===== src/rtl/ex_stage.sv =====
// Execute stage: operand forwarding, 8-bit ALU, multi-cycle shift-add
// multiplier with upstream stall, and registered zero/carry flags.
module ex_stage #(
   parameter int DATA_W = 8,
   parameter int REG_AW = 3
) (
   input  logic              clk,
   input  logic              rst,
   input  logic              ID_EX_Valid,
   input  logic              ID_EX_RegWrite,
   input  logic [REG_AW-1:0] ID_EX_Reg,
   input  logic [REG_AW-1:0] ID_EX_Rs1,
   input  logic [REG_AW-1:0] ID_EX_Rs2,
   input  logic [DATA_W-1:0] ID_EX_Op1,
   input  logic [DATA_W-1:0] ID_EX_Op2,
   input  logic [3:0]        ID_EX_ALUOp,
   input  logic              EX_WB_RegWrite,
   input  logic [REG_AW-1:0] EX_WB_Reg,
   input  logic [DATA_W-1:0] EX_WB_ALUResult,
   output logic              EX_RegWrite,
   output logic [REG_AW-1:0] EX_Reg,
   output logic [DATA_W-1:0] ALUResult,
   output logic              Stall,
   output logic              Z_flag,
   output logic              C_flag
);

   localparam int CNT_W  = $clog2(DATA_W);
   localparam int PROD_W = 2 * DATA_W;

   localparam logic [3:0] OP_ADD = 4'd0;
   localparam logic [3:0] OP_SUB = 4'd1;
   localparam logic [3:0] OP_AND = 4'd2;
   localparam logic [3:0] OP_OR  = 4'd3;
   localparam logic [3:0] OP_XOR = 4'd4;
   localparam logic [3:0] OP_NOT = 4'd5;
   localparam logic [3:0] OP_SHL = 4'd6;
   localparam logic [3:0] OP_SHR = 4'd7;
   localparam logic [3:0] OP_MOV = 4'd8;
   localparam logic [3:0] OP_MUL = 4'd9;

   typedef enum logic [1:0] {
      IDLE = 2'd0,
      BUSY = 2'd1,
      DONE = 2'd2
   } state_t;

   state_t              state, next_state;
   logic [CNT_W-1:0]    count;
   logic [DATA_W-1:0]   mul_a, mul_b;
   logic [PROD_W-1:0]   acc;

   logic [DATA_W-1:0]   op_a, op_b;
   logic [DATA_W:0]     sum;
   logic [DATA_W-1:0]   alu_res;
   logic                alu_c;
   logic                alu_legal;
   logic [PROD_W-1:0]   partial;

   logic                mul_start;
   logic                flag_we;
   logic                flag_z_n, flag_c_n;

   // Operand forwarding from the writeback stage.
   always_comb begin
      op_a = (EX_WB_RegWrite && (EX_WB_Reg == ID_EX_Rs1)) ? EX_WB_ALUResult : ID_EX_Op1;
      op_b = (EX_WB_RegWrite && (EX_WB_Reg == ID_EX_Rs2)) ? EX_WB_ALUResult : ID_EX_Op2;
   end

   // Single-cycle ALU; MUL and illegal codes yield zero here.
   always_comb begin
      // NOTE: every combinational output gets a default first so no path can infer a latch.
      alu_res   = '0;
      alu_c     = 1'b0;
      alu_legal = 1'b1;
      sum       = {1'b0, op_a} + {1'b0, op_b};
      case (ID_EX_ALUOp)
         OP_ADD: begin
            alu_res = sum[DATA_W-1:0];
            alu_c   = sum[DATA_W];
         end
         OP_SUB: begin
            alu_res = op_a - op_b;
            alu_c   = (op_a < op_b);
         end
         OP_AND: alu_res = op_a & op_b;
         OP_OR:  alu_res = op_a | op_b;
         OP_XOR: alu_res = op_a ^ op_b;
         OP_NOT: alu_res = ~op_a;
         OP_SHL: begin
            alu_res = {op_a[DATA_W-2:0], 1'b0};
            alu_c   = op_a[DATA_W-1];
         end
         OP_SHR: begin
            alu_res = {1'b0, op_a[DATA_W-1:1]};
            alu_c   = op_a[0];
         end
         OP_MOV: alu_res = op_b;
         OP_MUL: alu_res = '0;
         default: alu_legal = 1'b0;
      endcase
   end

   // One shift-add step: add the multiplicand shifted to the current bit position.
   always_comb begin
      partial = mul_b[count] ? ({{DATA_W{1'b0}}, mul_a} << count) : '0;
   end

   // Next-state and output decode for the multiply sequencer.
   always_comb begin
      next_state  = state;
      Stall       = 1'b0;
      EX_RegWrite = 1'b0;
      EX_Reg      = ID_EX_Reg;
      ALUResult   = '0;
      mul_start   = 1'b0;
      flag_we     = 1'b0;
      flag_z_n    = 1'b0;
      flag_c_n    = 1'b0;
      if (!rst) begin
         case (state)
            IDLE: begin
               if (ID_EX_Valid && (ID_EX_ALUOp == OP_MUL)) begin
                  Stall      = 1'b1;
                  mul_start  = 1'b1;
                  next_state = BUSY;
               end else if (alu_legal && (ID_EX_ALUOp != OP_MUL)) begin
                  ALUResult   = alu_res;
                  EX_RegWrite = ID_EX_Valid && ID_EX_RegWrite;
                  flag_we     = ID_EX_Valid;
                  flag_z_n    = (alu_res == '0);
                  flag_c_n    = alu_c;
               end
            end
            BUSY: begin
               Stall = 1'b1;
               if (count == CNT_W'(DATA_W - 1)) next_state = DONE;
            end
            DONE: begin
               ALUResult   = acc[DATA_W-1:0];
               EX_RegWrite = ID_EX_RegWrite;
               flag_we     = 1'b1;
               flag_z_n    = (acc[DATA_W-1:0] == '0);
               flag_c_n    = (acc[PROD_W-1:DATA_W] != '0);
               next_state  = IDLE;
            end
            default: next_state = IDLE;
         endcase
      end
   end

   // State, multiplier datapath and flag registers.
   always_ff @(posedge clk) begin
      // NOTE: sequential state uses non-blocking assignments so all registers update from pre-edge values.
      if (rst) begin
         state  <= IDLE;
         count  <= '0;
         mul_a  <= '0;
         mul_b  <= '0;
         acc    <= '0;
         Z_flag <= 1'b0;
         C_flag <= 1'b0;
      end else begin
         state <= next_state;
         if (mul_start) begin
            mul_a <= op_a;
            mul_b <= op_b;
            acc   <= '0;
            count <= '0;
         end else if (state == BUSY) begin
            acc   <= acc + partial;
            count <= count + 1'b1;
         end
         if (flag_we) begin
            Z_flag <= flag_z_n;
            C_flag <= flag_c_n;
         end
      end
   end

endmodule


===== config.mk =====
export PLATFORM = sky130hd
export DESIGN_NAME = ex_stage
export DESIGN_NICKNAME = d
export VERILOG_FILES = /design/src/rtl/ex_stage.sv
export SDC_FILE = /design/constraint.sdc
export NUM_CORES = 1
export LEC_CHECK = 0
export CORE_AREA = 3 3 100 102
export CTS_BUF_LIST = sky130_fd_sc_hd__clkbuf_4 sky130_fd_sc_hd__clkbuf_8
export DETAILED_ROUTE_END_ITERATION = 12
export DIE_AREA = 0 0 103 105
export PLACE_DENSITY = 0.67
export SLEW_MARGIN = 20
export SYNTH_ARGS = -nofsm -noshare
export SYNTH_HDL_FRONTEND = slang
export SYNTH_SLANG_ARGS = --single-unit

===== constraint.sdc =====
create_clock -name clk -period 4.4 [get_ports clk]
set_input_delay 0.66 -clock clk [delete_from_list [all_inputs] [get_ports clk]]
set_output_delay 0.66 -clock clk [all_outputs]
set_load 0.1 [all_outputs]

Word-level counts from Yosys, hierarchy flattened
Cells that the tools add are included.
- add/subtract/negate cells: 4
- $lt $le $gt $ge: 2
- eq/ne operators: 17
- shifts and indexed selects: 1
- multiplexer cells: 34
- bitwise gates (word level): 4
- reduce and logical (&&, ||, !) cells: 13
- operators by type and width (cell ; number):
    $pmux W8 S9 ; 1
    $mux W8 ; 5
    $add A16 B16 Y16 ; 1
    $eq A4 B3 Y1 const B ; 4
    $logic_not A8 Y1 ; 2
    $mux W1 ; 16
    $mux W16 ; 1
    $pmux W8 S2 ; 1
    $shl A8 B3 Y16 ; 1
    $pmux W1 S2 ; 5
    $reduce_or A10 Y1 ; 1
    $add A8 B8 Y9 ; 1
    $and A8 B8 Y8 ; 1
    $eq A4 B2 Y1 const B ; 2
    $eq A4 B4 Y1 const B ; 2
    $lt A8 B8 Y1 ; 1
    $not A8 Y8 ; 1
    $or A8 B8 Y8 ; 1
    $reduce_bool A8 Y1 ; 1
    $sub A8 B8 Y8 ; 1
    $xor A8 B8 Y8 ; 1
    $eq A3 B3 Y1 ; 2
    $logic_and A1 B1 Y1 ; 5
    $eq A4 B1 Y1 const B ; 1
    15 further kinds ; 17
- register bits after elaboration: 39
- bits of input ports: 45
- output and inout port bits: 15
- logic and storage cells: 82

Logic depth before layout (Yosys ltp)
Gate-level depths: netlist of the first run.
- depth in word-level cells: 9
- mapped depth: 16
- mapped depth without buffers: 15

Least setup slack after synthesis of the first run
Ideal clock, no wire load.
- path kind: input -> output
- start point: input port EX_WB_Reg[1]
- end point: output port ALUResult[1]
- data arrival time: 5029 ps
- data required time: 3740 ps
- setup slack: -1289 ps
- cell stages on the path: 13
- path buffers: 0
- path through: xnor2_1 > nand4_4 > mux2i_1 > inv_1 > ha_1 > inv_1 > fa_1 > inv_1 > mux4_2 > a22oi_1 > o211ai_1 > nor2_1 > a211oi_1
- longest elaborated chain between the ends: 9
- elaborated cells on any way between the ends: 17
- those cells by class: add/sub (2); eq/ne (2); mux (7); bitwise (4); reduce/logical (2)
- RTL lines (what ; RTL line ; RTL):
    from (decl) ; 18 ; input logic [REG_AW-1:0] EX_WB_Reg,
    $eq A3 B3 Y1 * ; 66 ; op_a = (EX_WB_RegWrite && (EX_WB_Reg == ID_EX_Rs1)) ? EX_WB_ALUResult : ID_EX_Op1;
    $logic_and A1 B1 Y1 * ; 66 ;
    $mux W8 * ; 66 ;
    named net op_a[0] ; 53 ; logic [DATA_W-1:0] op_a, op_b;
    $sub A8 B8 Y8 or $add A8 B8 Y9 (tied branches) ; 83, 76 ;
    $pmux W8 S9 * ; 77 ; case (ID_EX_ALUOp)
    $mux W8 * ; 127 ; end else if (alu_legal && (ID_EX_ALUOp != OP_MUL)) begin
    $mux W8 * ; 123 ; if (ID_EX_Valid && (ID_EX_ALUOp == OP_MUL)) begin
    $pmux W8 S2 * ; 121 ; case (state)
    $mux W8 * ; 120 ; if (!rst) begin
    to (decl) ; 22 ; output logic [DATA_W-1:0] ALUResult,
The timed path passes the listed nets; every way through them passes the cells marked *.

Worst setup path after layout of the first run
- start point: input port ID_EX_Rs2[2]
- end point: output port ALUResult[7]
- longest elaborated chain between the ends: 9
- elaborated cells on any way between the ends: 13
- those cells by class: add/sub (2); eq/ne (1); mux (6); bitwise (3); reduce/logical (1)
- RTL lines (what ; RTL line ; RTL):
    from (decl) ; 13 ; input logic [REG_AW-1:0] ID_EX_Rs2,
    $eq A3 B3 Y1 * ; 67 ; op_b = (EX_WB_RegWrite && (EX_WB_Reg == ID_EX_Rs2)) ? EX_WB_ALUResult : ID_EX_Op2;
    $logic_and A1 B1 Y1 * ; 67 ;
    $mux W8 * ; 67 ;
    named net op_b[0] ; 53 ;
    $sub A8 B8 Y8 or $add A8 B8 Y9 (tied branches) ; 83, 76 ;
    $pmux W8 S9 * ; 77 ;
    $mux W8 * ; 127 ;
    $mux W8 * ; 123 ;
    $pmux W8 S2 * ; 121 ;
    $mux W8 * ; 120 ;
Marked as above.

==> impl_metrics.ini, run 1 <==
[power_and_ir_drop]
p_per_area_mw_per_mm2 = 203
p_comb_frac = 0.451
netSwitchingFraction = 0.362
seq_power_share = 0.322
net-switching-power_uw = 406
peakVddDrop_v = 0.000177
internal-power_uw = 715
pwr-share-clk = 0.227
p_leak_nw = 2.30

[yosys]
synthesis.nets = 628
syn_area_mm2 = 0.00413
yosysWarnings = 0
synthTopCellsByArea = dfxtp_1 19%, ha_1 12%, nor2_1 5.6%
synthFlopType = dfxtp_1
yosysMostFrequentCell = nor2_1
synth_cells = 539
ys_top_cells_by_count = 61 x nor2_1, 51 x nand2_1, 41 x ha_1, 40 x a21oi_1, 39 x dfxtp_1
yosysUniqueCellTypes = 63
yosysTopAreaCellShare = 0.189
synth_edf_count = 0
seq_area_frac_synth = 0.189
yosysTopAreaCell = dfxtp_1
avgSynthCellArea_um2 = 7.65
async_flop_share = 0
ys_ff_latch = 39

[global_routing]
grt_usage = 0.243
antenna_found_initial = 0
use_met2 = 0.384
overflow = 0
grt_start_max_net_pins = 34
use_met3 = 0.0280
grt_pass1_vias = 4184
busiest_layer = met2
grt_pass1_wl_um = 21200
met1_usage = 0.349

[critical_path]
path_delay_family = compound AO/OA/AOI/OAI gates
worstSetupEndpointType = output pin
path_buf_inv = 4
max_stage_delay_ns = 0.28
worstReg2RegEnd = acc[14]
crit_slowest_cell = o211ai_1
cp-start-kind = input port
ff2ff_path_depth = 14
worstPathMaxFanout = 3
critPathKind = input port to output pin
crit_arrival_ns = 3.60
worstPathRequired_ns = 3.74
r2r_setup_slack_ns = 0.83
r2r_start = count[1]
path_cells = clkbuf_2 -> xnor2_4 -> nand4_4 -> mux2i_2 -> inv_2 -> ha_1 -> buf_4 -> a21o_1 -> a211oi_2 -> o21bai_2 -> a21o_1 -> a21oi_1 -> xnor2_1 -> o211ai_1 -> o211a_1 -> buf_12
cpMostUsedCell = a21o_1

[floorplanning]
dieArea_mm2 = 0.0108
fp.dieW_um = 103
die_h_um = 105
start_util = 0.449
num_io_pins = 60
coreArea_mm2 = 0.00920
rows = 35

[min_path]
worstHoldPathType = flop to flop
hp-start = acc[9]
holdPathEnd = acc[9]
holdPathStages = 2

[timing]
setup_viol = 0
fmax_mhz = 235
tightest_slew_ns = 0.987
finalHoldViolCount = 0
relSlewSlack = 0.340
post-route-period-util = 0.968
skew_ns = 0.00771
period_minus_slack_ns = 4.26
slew_viol_final = 0

[placement]
port_buffers = 53
placed_cell_area_mm2 = 0.00512
dp_hpwl_um = 9840
place_congestion = 0.901

[cts]
clk_latency_ns = 0.30
h-tree-depth = 2
clock_sinks = 39
cts_buffers = 5
clk_path_buf_depth = 2
clock_tree.root_cell = clkbuf_8
cts_tree = yes
cts.clk_slew.worst_paths_ns = 0.08
cts_hold_buf = 0

[layout]
design_area_mm2 = 0.00552
fin_nets = 716
area_delta_synth_final_pct = 33.8
fin_util = 0.600
diodes = 0
final_layout_size_suffix_gt1_frac = 0.228

[status]
outcome = finished clean

[detailed_routing]
vias = 4282
routed_wl_um = 12700
drtAntennaViolNets = 0
firstDrtPassIters = 5
wl_per_cell_um = 17.2
drt-initial-drc-count = 268
drc_errors = 0
routed_via_density = 5.79

[run]
drv_cap = 0
[power groups by stage]
| stage | Combinational [mW] | Clock [mW] | Sequential, mW |
|---|---|---|---|
| after floorplan | 0.265 | 0 | 0.370 |
| after global placement | 0.431 | 0 | 0.369 |
| after detailed placement | 0.434 | 0 | 0.369 |
| after CTS | 0.475 | 0.259 | 0.361 |
| after global routing | 0.543 | 0.272 | 0.362 |
| final | 0.506 | 0.255 | 0.361 |
[worst register-to-register path, delay by kind of cell (launching register included)]
family                     cells  cell delay (ns)
muxes                          2             0.47
AOI/OAI and AO/OA              5             1.16
DFF                            1             0.72
buffers and inverters          1             0.06
adders and majority gates      2             0.56
and+or+nand+nor                4             0.51
[per-stage QoR]
step	hold slack, ns	power [mW]	setup slack (ns)	std cells	setup TNS, ns
global route	0.510	1.18	-0.0688	739	-0.100
floorplan	0.449	0.635	-0.322	539	-0.437
global placement	0.466	0.801	-0.394	720	-1.78
detailed placement	0.470	0.804	-0.480	720	-2.36
finish	0.481	1.12	0.141	739	0
CTS	0.480	1.10	0.00596	733	0
[cell type report]
class	instances	area (um^2)
Clock buffer	7	83.8
Clock inverter	1	5.00
Fill cell	834	3670
Inverter	32	120
Multi-Input combinational cell	437	3350
Sequential cell	39	781
Tap cell	111	139
Timing Repair Buffer	112	1040
[what timing repair did]
| action | 4_1_cts | 5_1_grt |
|---|---|---|
| resized for setup | 52 | 40 |
| setup buffers | 5 | 6 |
| setup endpoints to repair | 6 | 6 |
| pin swaps | 18 | 20 |
[routing by layer]
metal / vias to the layer above / part of all wire
met5: - / 0
met4: 0 / 0.019
met3: 23 / 0.043
met2: 130 / 0.47
met1: 2004 / 0.47
li1: 2125 / -
[state kept, by name, indices dropped and copies added, names as in the netlist]
signal / flops
C_flag: 1
acc: 16
mul_a: 8
count: 3
Z_flag: 1
state: 2
mul_b: 8
[how the worst max path moves through the flow]
stage / endpoint / slack (ns) / startpoint / cells past startpoint
CTS: ALUResult[5] / 0.006 / ID_EX_Rs1[1] / 16
global placement: ALUResult[6] / -0.39 / EX_WB_Reg[1] / 14
detailed placement: ALUResult[7] / -0.48 / EX_WB_Reg[2] / 15
global route: ALUResult[7] / -0.07 / ID_EX_Rs2[2] / 16
finish: ALUResult[7] / 0.14 / ID_EX_Rs2[2] / 16
floorplan: ALUResult[1] / -0.32 / EX_WB_Reg[1] / 13
[cell usage in the layout (no fill, tap or decap), drive strengths merged, types with 11 or more instances in the layout]
| master | synthesis | routed |
|---|---|---|
| a211oi | 28 | 28 |
| clkbuf | 22 | 13 |
| and2 | 11 | 11 |
| dfxtp | 39 | 39 |
| nor2 | 61 | 61 |
| clkdlybuf4s50 | 0 | 33 |
| inv | 32 | 32 |
| o21ai | 23 | 23 |
| a21oi | 40 | 40 |
| nand2 | 51 | 51 |
| ha | 41 | 41 |
| mux2i | 24 | 24 |
| xnor2 | 18 | 18 |
| buf | 9 | 73 |
[kinds of logic (layout without fill, tap and decap cells)]
group | Yosys count | in the layout | synth area share
flip-flops | 39 | 39 | 0.189
AND/OR/NAND/NOR | 184 | 184 | 0.215
AO/OA/AOI/OAI | 157 | 157 | 0.254
buffers and inverters | 63 | 152 | 0.0640
multiplexers | 32 | 32 | 0.0971
XOR/XNOR | 20 | 20 | 0.0425
adder cells (fa/ha/maj) | 44 | 44 | 0.139
No activity file was read; power rests on OpenSTA's default activity.
==> inputs of run 2 (changes only) <==
HOLD_SLACK_MARGIN = 0.08   (was not set)
TNS_END_PERCENT = 10   (was not set)
==> run 2 against run 1 <==
Clock-buffer cell count up 1. Setup slack worse by 0.084 ns. Hold slack worse by 0.0065 ns. Clock skew down 0.0025 ns. Non-clock buffer count down 3. Largest power group unchanged.
==> impl_metrics.ini, run 2 (synthesis results as in run 1) <==
[floorplanning]
fp.dieW_um = 103
num_io_pins = 60
start_util = 0.449
dieArea_mm2 = 0.0108
rows = 35
die_h_um = 105
coreArea_mm2 = 0.00920

[timing]
timing.final.ws_setup_ns = 0.0569
period_minus_slack_ns = 4.34
setup_viol = 0
slew_viol_final = 0
skew_ns = 0.00521
post-route-period-util = 0.987
finalHoldViolCount = 0
tightest_slew_ns = 1.00
fmax_mhz = 230
relSlewSlack = 0.331

[layout]
area_delta_synth_final_pct = 33.4
fin_nets = 713
design_area_mm2 = 0.00550
fin_util = 0.598
largest_register_ffs = 16
diodes = 0
regMostFlops = acc
reg_top3 = acc: 16 flops, mul_a: 8 flops, mul_b: 8 flops
layout_commonest_cell = nor2_1
mostFrequentLayoutCells = 59 x nor2_1, 55 x buf_4, 51 x nand2_1
final_layout_size_suffix_gt1_frac = 0.219

[critical_path]
worstPathMaxFanout = 5
path_buf_inv = 4
path_delay_family = compound AO/OA/AOI/OAI gates
crit_slowest_cell = a221o_1
max_stage_delay_ns = 0.36
path_cells = buf_4 -> xnor2_2 -> nand4_4 -> buf_8 -> mux2i_4 -> buf_6 -> ha_4 -> nand2b_4 -> a21oi_2 -> nor2_2 -> o31a_1 -> a221o_1 -> a211oi_2 -> o21ai_1 -> and2_4 -> buf_12
critPathKind = input port to output pin
path_depth = 16
crit_arrival_ns = 3.68
worstPathRequired_ns = 3.74
worstSetupEndpointType = output pin
cp-start-kind = input port
ff2ff_path_depth = 14

[global_routing]
use_met2 = 0.379
grt_start_max_net_pins = 34
use_met3 = 0.0287
busiest_layer = met2
antenna_found_initial = 0
grt_pass1_wl_um = 20700
grt_usage = 0.238
overflow = 0
met1_usage = 0.341
grt_pass1_vias = 4217

[placement]
port_buffers = 53
place_congestion = 0.953
dp_hpwl_um = 9850
place_ws_ns = -0.517
placed_cell_area_mm2 = 0.00510

[power_and_ir_drop]
p_leak_nw = 2.28
peakVddDrop_v = 0.000161
p_per_area_mw_per_mm2 = 206
power_mw = 1.13

[min_path]
holdPathStages = 2
worstHoldPathType = flop to flop

[detailed_routing]
drt-initial-drc-count = 303
drtAntennaViolNets = 0
vias = 4232
wl_per_cell_um = 17.1
drc_errors = 0
firstDrtPassIters = 7
routed_via_density = 5.75
routed_wl_um = 12600

[run]
drv_cap = 0

[cts]
cts_hold_buf = 0
cts.clk_slew.worst_paths_ns = 0.08
cts_buffers = 5
h-tree-depth = 2
clk_path_buf_depth = 2
clock_sinks = 39
clock_tree.root_cell = clkbuf_8
clk_latency_ns = 0.29
cts_tree = yes

[status]
outcome = finished clean
## run 2: power breakdown
part	total [mW]	switching [mW]	internal, mW
sequential	0.361	0.00404	0.357
combinational	0.501	0.270	0.231
clock	0.271	0.121	0.149
total	1.13	0.396	0.737
## run 2: area by class of cell
type	instances	area (um^2)
repair buffers	109	1020
fillers	832	3690
well taps	111	139
multi-input cells	437	3340
clock buffers	8	104
flip-flops and latches	39	781
inverters	32	120
## run 2: routing by layer
| metal | wire length [um] | share of wire |
|---|---|---|
| met1 | 5850 | 0.47 |
| met2 | 5910 | 0.47 |
| met3 | 597 | 0.048 |
| met4 | 198 | 0.016 |
| met5 | 0 | 0 |
## run 2: path summary, 6_finish.rpt
check / from / end / slack, ns
max: EX_WB_Reg[1] / ALUResult[6] / 0.06
min: acc[9] / acc[9] / 0.47
max reg2reg: count[1] / acc[14] / 0.83
min reg2reg: acc[9] / acc[9] / 0.47
## run 2: worst register-to-register path, stage by stage (launching register included)
cell and delay [ns]:
dfxtp_1 0.71, mux4_2 0.32, nand2b_1 0.12, nor2_1 0.16, ha_1 0.18, inv_1 0.06
fa_1 0.38, nor2b_1 0.17, o21a_1 0.15, o21ai_0 0.15, a31oi_1 0.37, a41oi_1 0.23
a31o_2 0.29, mux2i_1 0.14, nand2_1 0.06
## run 2: per-stage QoR
stage / TNS (ns) / instances / hold slack [ns]
final: 0 / 736 / 0.474
after global routing: -0.0693 / 736 / 0.504
after CTS: 0 / 732 / 0.477
after detailed placement: -2.66 / 718 / 0.466
after global placement: -1.68 / 718 / 0.465
after floorplan: -1.51 / 539 / 0.449
## run 2: timing repair
item,in CTS,in global routing
pin swaps,16,21
buffers inserted,6,4
setup endpoints to repair,7,6
resized for setup,49,39
==> inputs of run 3 (changes only) <==
CORE_AREA = 3 3 90 92   (was 3 3 100 102)
CTS_CLUSTER_SIZE = 28   (was not set)
DIE_AREA = 0 0 93 95   (was 0 0 103 105)
MAX_ROUTING_LAYER = met4   (was not set)
PLACE_DENSITY = 0.81   (was 0.67)
==> run 3 against run 2 <==
Clock-buffer cell count is 2 lower. Cell area is 0.82% higher. Hold slack better by 0.0065 ns. Maximum frequency is 0.48% lower. First-iteration DRC count is 47% higher. Combinational power is 5.2% higher. Setup slack worse by 0.021 ns. Critical path depth is 1 higher. Clock power is 20% higher. Via count is 7.7% higher. Critical path type unchanged. Highest routed layer unchanged.
==> impl_metrics.ini, run 3 (synthesis results as in run 1) <==
[timing]
relSlewSlack = 0.320
finalHoldViolCount = 0
slew_viol_final = 0
skew_ns = 0.00913
setup_viol = 0
period_minus_slack_ns = 4.36
tightest_slew_ns = 1.02
fmax_mhz = 229
post-route-period-util = 0.992

[detailed_routing]
wl_per_cell_um = 19.4
drc_errors = 0
vias = 4559
routed_via_density = 6.19
drtAntennaViolNets = 0
drt-initial-drc-count = 445
routed_wl_um = 14300
firstDrtPassIters = 5

[min_path]
worstHoldPathType = flop to flop

[layout]
fillers = 551
fin_nets = 726
area_delta_synth_final_pct = 34.5
final_cells = 737
diodes = 0
final_layout_size_suffix_gt1_frac = 0.246
regMostFlops = acc
largest_register_ffs = 16
mostFrequentLayoutCells = 68 x buf_4, 60 x nor2_1, 51 x nand2_1
layout_commonest_cell = buf_4
reg_top3 = acc: 16 flops, mul_a: 8 flops, mul_b: 8 flops

[placement]
dp_cells = 714
dp_hpwl_um = 10200
place_congestion = 1.02
port_buffers = 53

[global_routing]
busiest_layer = met2
antenna_found_initial = 0
met1_usage = 0.401
grt_usage = 0.327
grt_start_max_net_pins = 33
grt_pass1_vias = 4414
use_met2 = 0.545
use_met3 = 0.0390
overflow = 0
grt_pass1_wl_um = 22100

[cts]
cts_buffers = 5
h-tree-depth = 2
cts_tree = yes
cts_hold_buf = 0
cts.clk_slew.worst_paths_ns = 0.09
clock_tree.root_cell = clkbuf_8
clock_sinks = 39
clk_path_buf_depth = 2
clk_latency_ns = 0.30

[floorplanning]
coreArea_mm2 = 0.00729
die_h_um = 95
rows = 31
num_io_pins = 60
dieArea_mm2 = 0.00884
fp.dieW_um = 93
start_util = 0.566

[critical_path]
worstPathMaxFanout = 4
worstPathRequired_ns = 3.74
worstSetupEndpointType = output pin
cp-start-kind = input port
crit_arrival_ns = 3.70
critPathKind = input port to output pin

[power_and_ir_drop]
p_per_area_mw_per_mm2 = 219
power_mw = 1.21
p_leak_nw = 2.33
peakVddDrop_v = 0.000127

[status]
outcome = finished clean

[run]
drv_cap = 0
## run 3: report_power, final
part | internal [mW] | switching, mW
logic | 0.245 | 0.282
clock network | 0.184 | 0.141
registers | 0.357 | 0.00491
total | 0.786 | 0.428
## run 3: cell type report
class / instances / area (um^2) / share of cell area
multi-input cells: 437 / 3300 / 0.594
repair buffers: 122 / 1110 / 0.200
flip-flops and latches: 39 / 781 / 0.141
well taps: 99 / 124 / 0.0223
inverters: 32 / 120 / 0.0217
clock buffers: 6 / 82.6 / 0.0149
clock inverters: 2 / 35.0 / 0.00631
## run 3: worst max-delay path, cell delays in order
cell and delay (ns):
buf_4 0.13, xnor2_2 0.20, nand4_4 0.17, buf_6 0.18, buf_4 0.16, mux2i_4 0.26
inv_1 0.14, ha_2 0.24, inv_1 0.09, and2_4 0.17, o31ai_4 0.08, buf_4 0.14
a221o_1 0.32, a211oi_2 0.30, o21ai_1 0.10, and2_4 0.19, buf_12 0.16
## run 3: final timing paths
path / slack (ns) / depth (start not counted) / startpoint / to
worst min-delay path: 0.48 / 2 / acc[9] / acc[9]
worst max register to register: 0.57 / 14 / count[0] / acc[14]
worst min register to register: 0.48 / 2 / acc[9] / acc[9]
worst max-delay path: 0.04 / 17 / EX_WB_Reg[1] / ALUResult[6]
## run 3: layer usage
layer / wire length [um] / up-vias / part of all wire
met5: 0 / - / 0
met4: 559 / 0 / 0.039
met3: 917 / 50 / 0.064
met2: 6880 / 235 / 0.48
met1: 5970 / 2137 / 0.42
li1: - / 2137 / -
## run 3: repair_timing
action | CTS | global route
pin swaps | 19 | 22
endpoints found under the hold margin | 0 | 0
buffers inserted | 10 | 5
endpoints found under the setup margin | 7 | 6
resized for setup | 51 | 35
## run 3: stage by stage
| stage | area [um^2] | TNS [ns] | setup slack [ns] | util | hold WS (ns) |
|---|---|---|---|---|---|
| 2_1_floorplan | 4130 | -1.51 | -0.411 | - | 0.449 |
| 3_3_place_gp | 5140 | -1.78 | -0.493 | 0.705 | 0.463 |
| 3_5_place_dp | 5140 | -2.67 | -0.572 | 0.705 | 0.471 |
| 4_1_cts | 5470 | 0 | 0.00276 | 0.751 | 0.482 |
| 5_1_grt | 5550 | -0.204 | -0.0699 | 0.761 | 0.499 |
| 6_report | 5550 | 0 | 0.0358 | 0.761 | 0.481 |
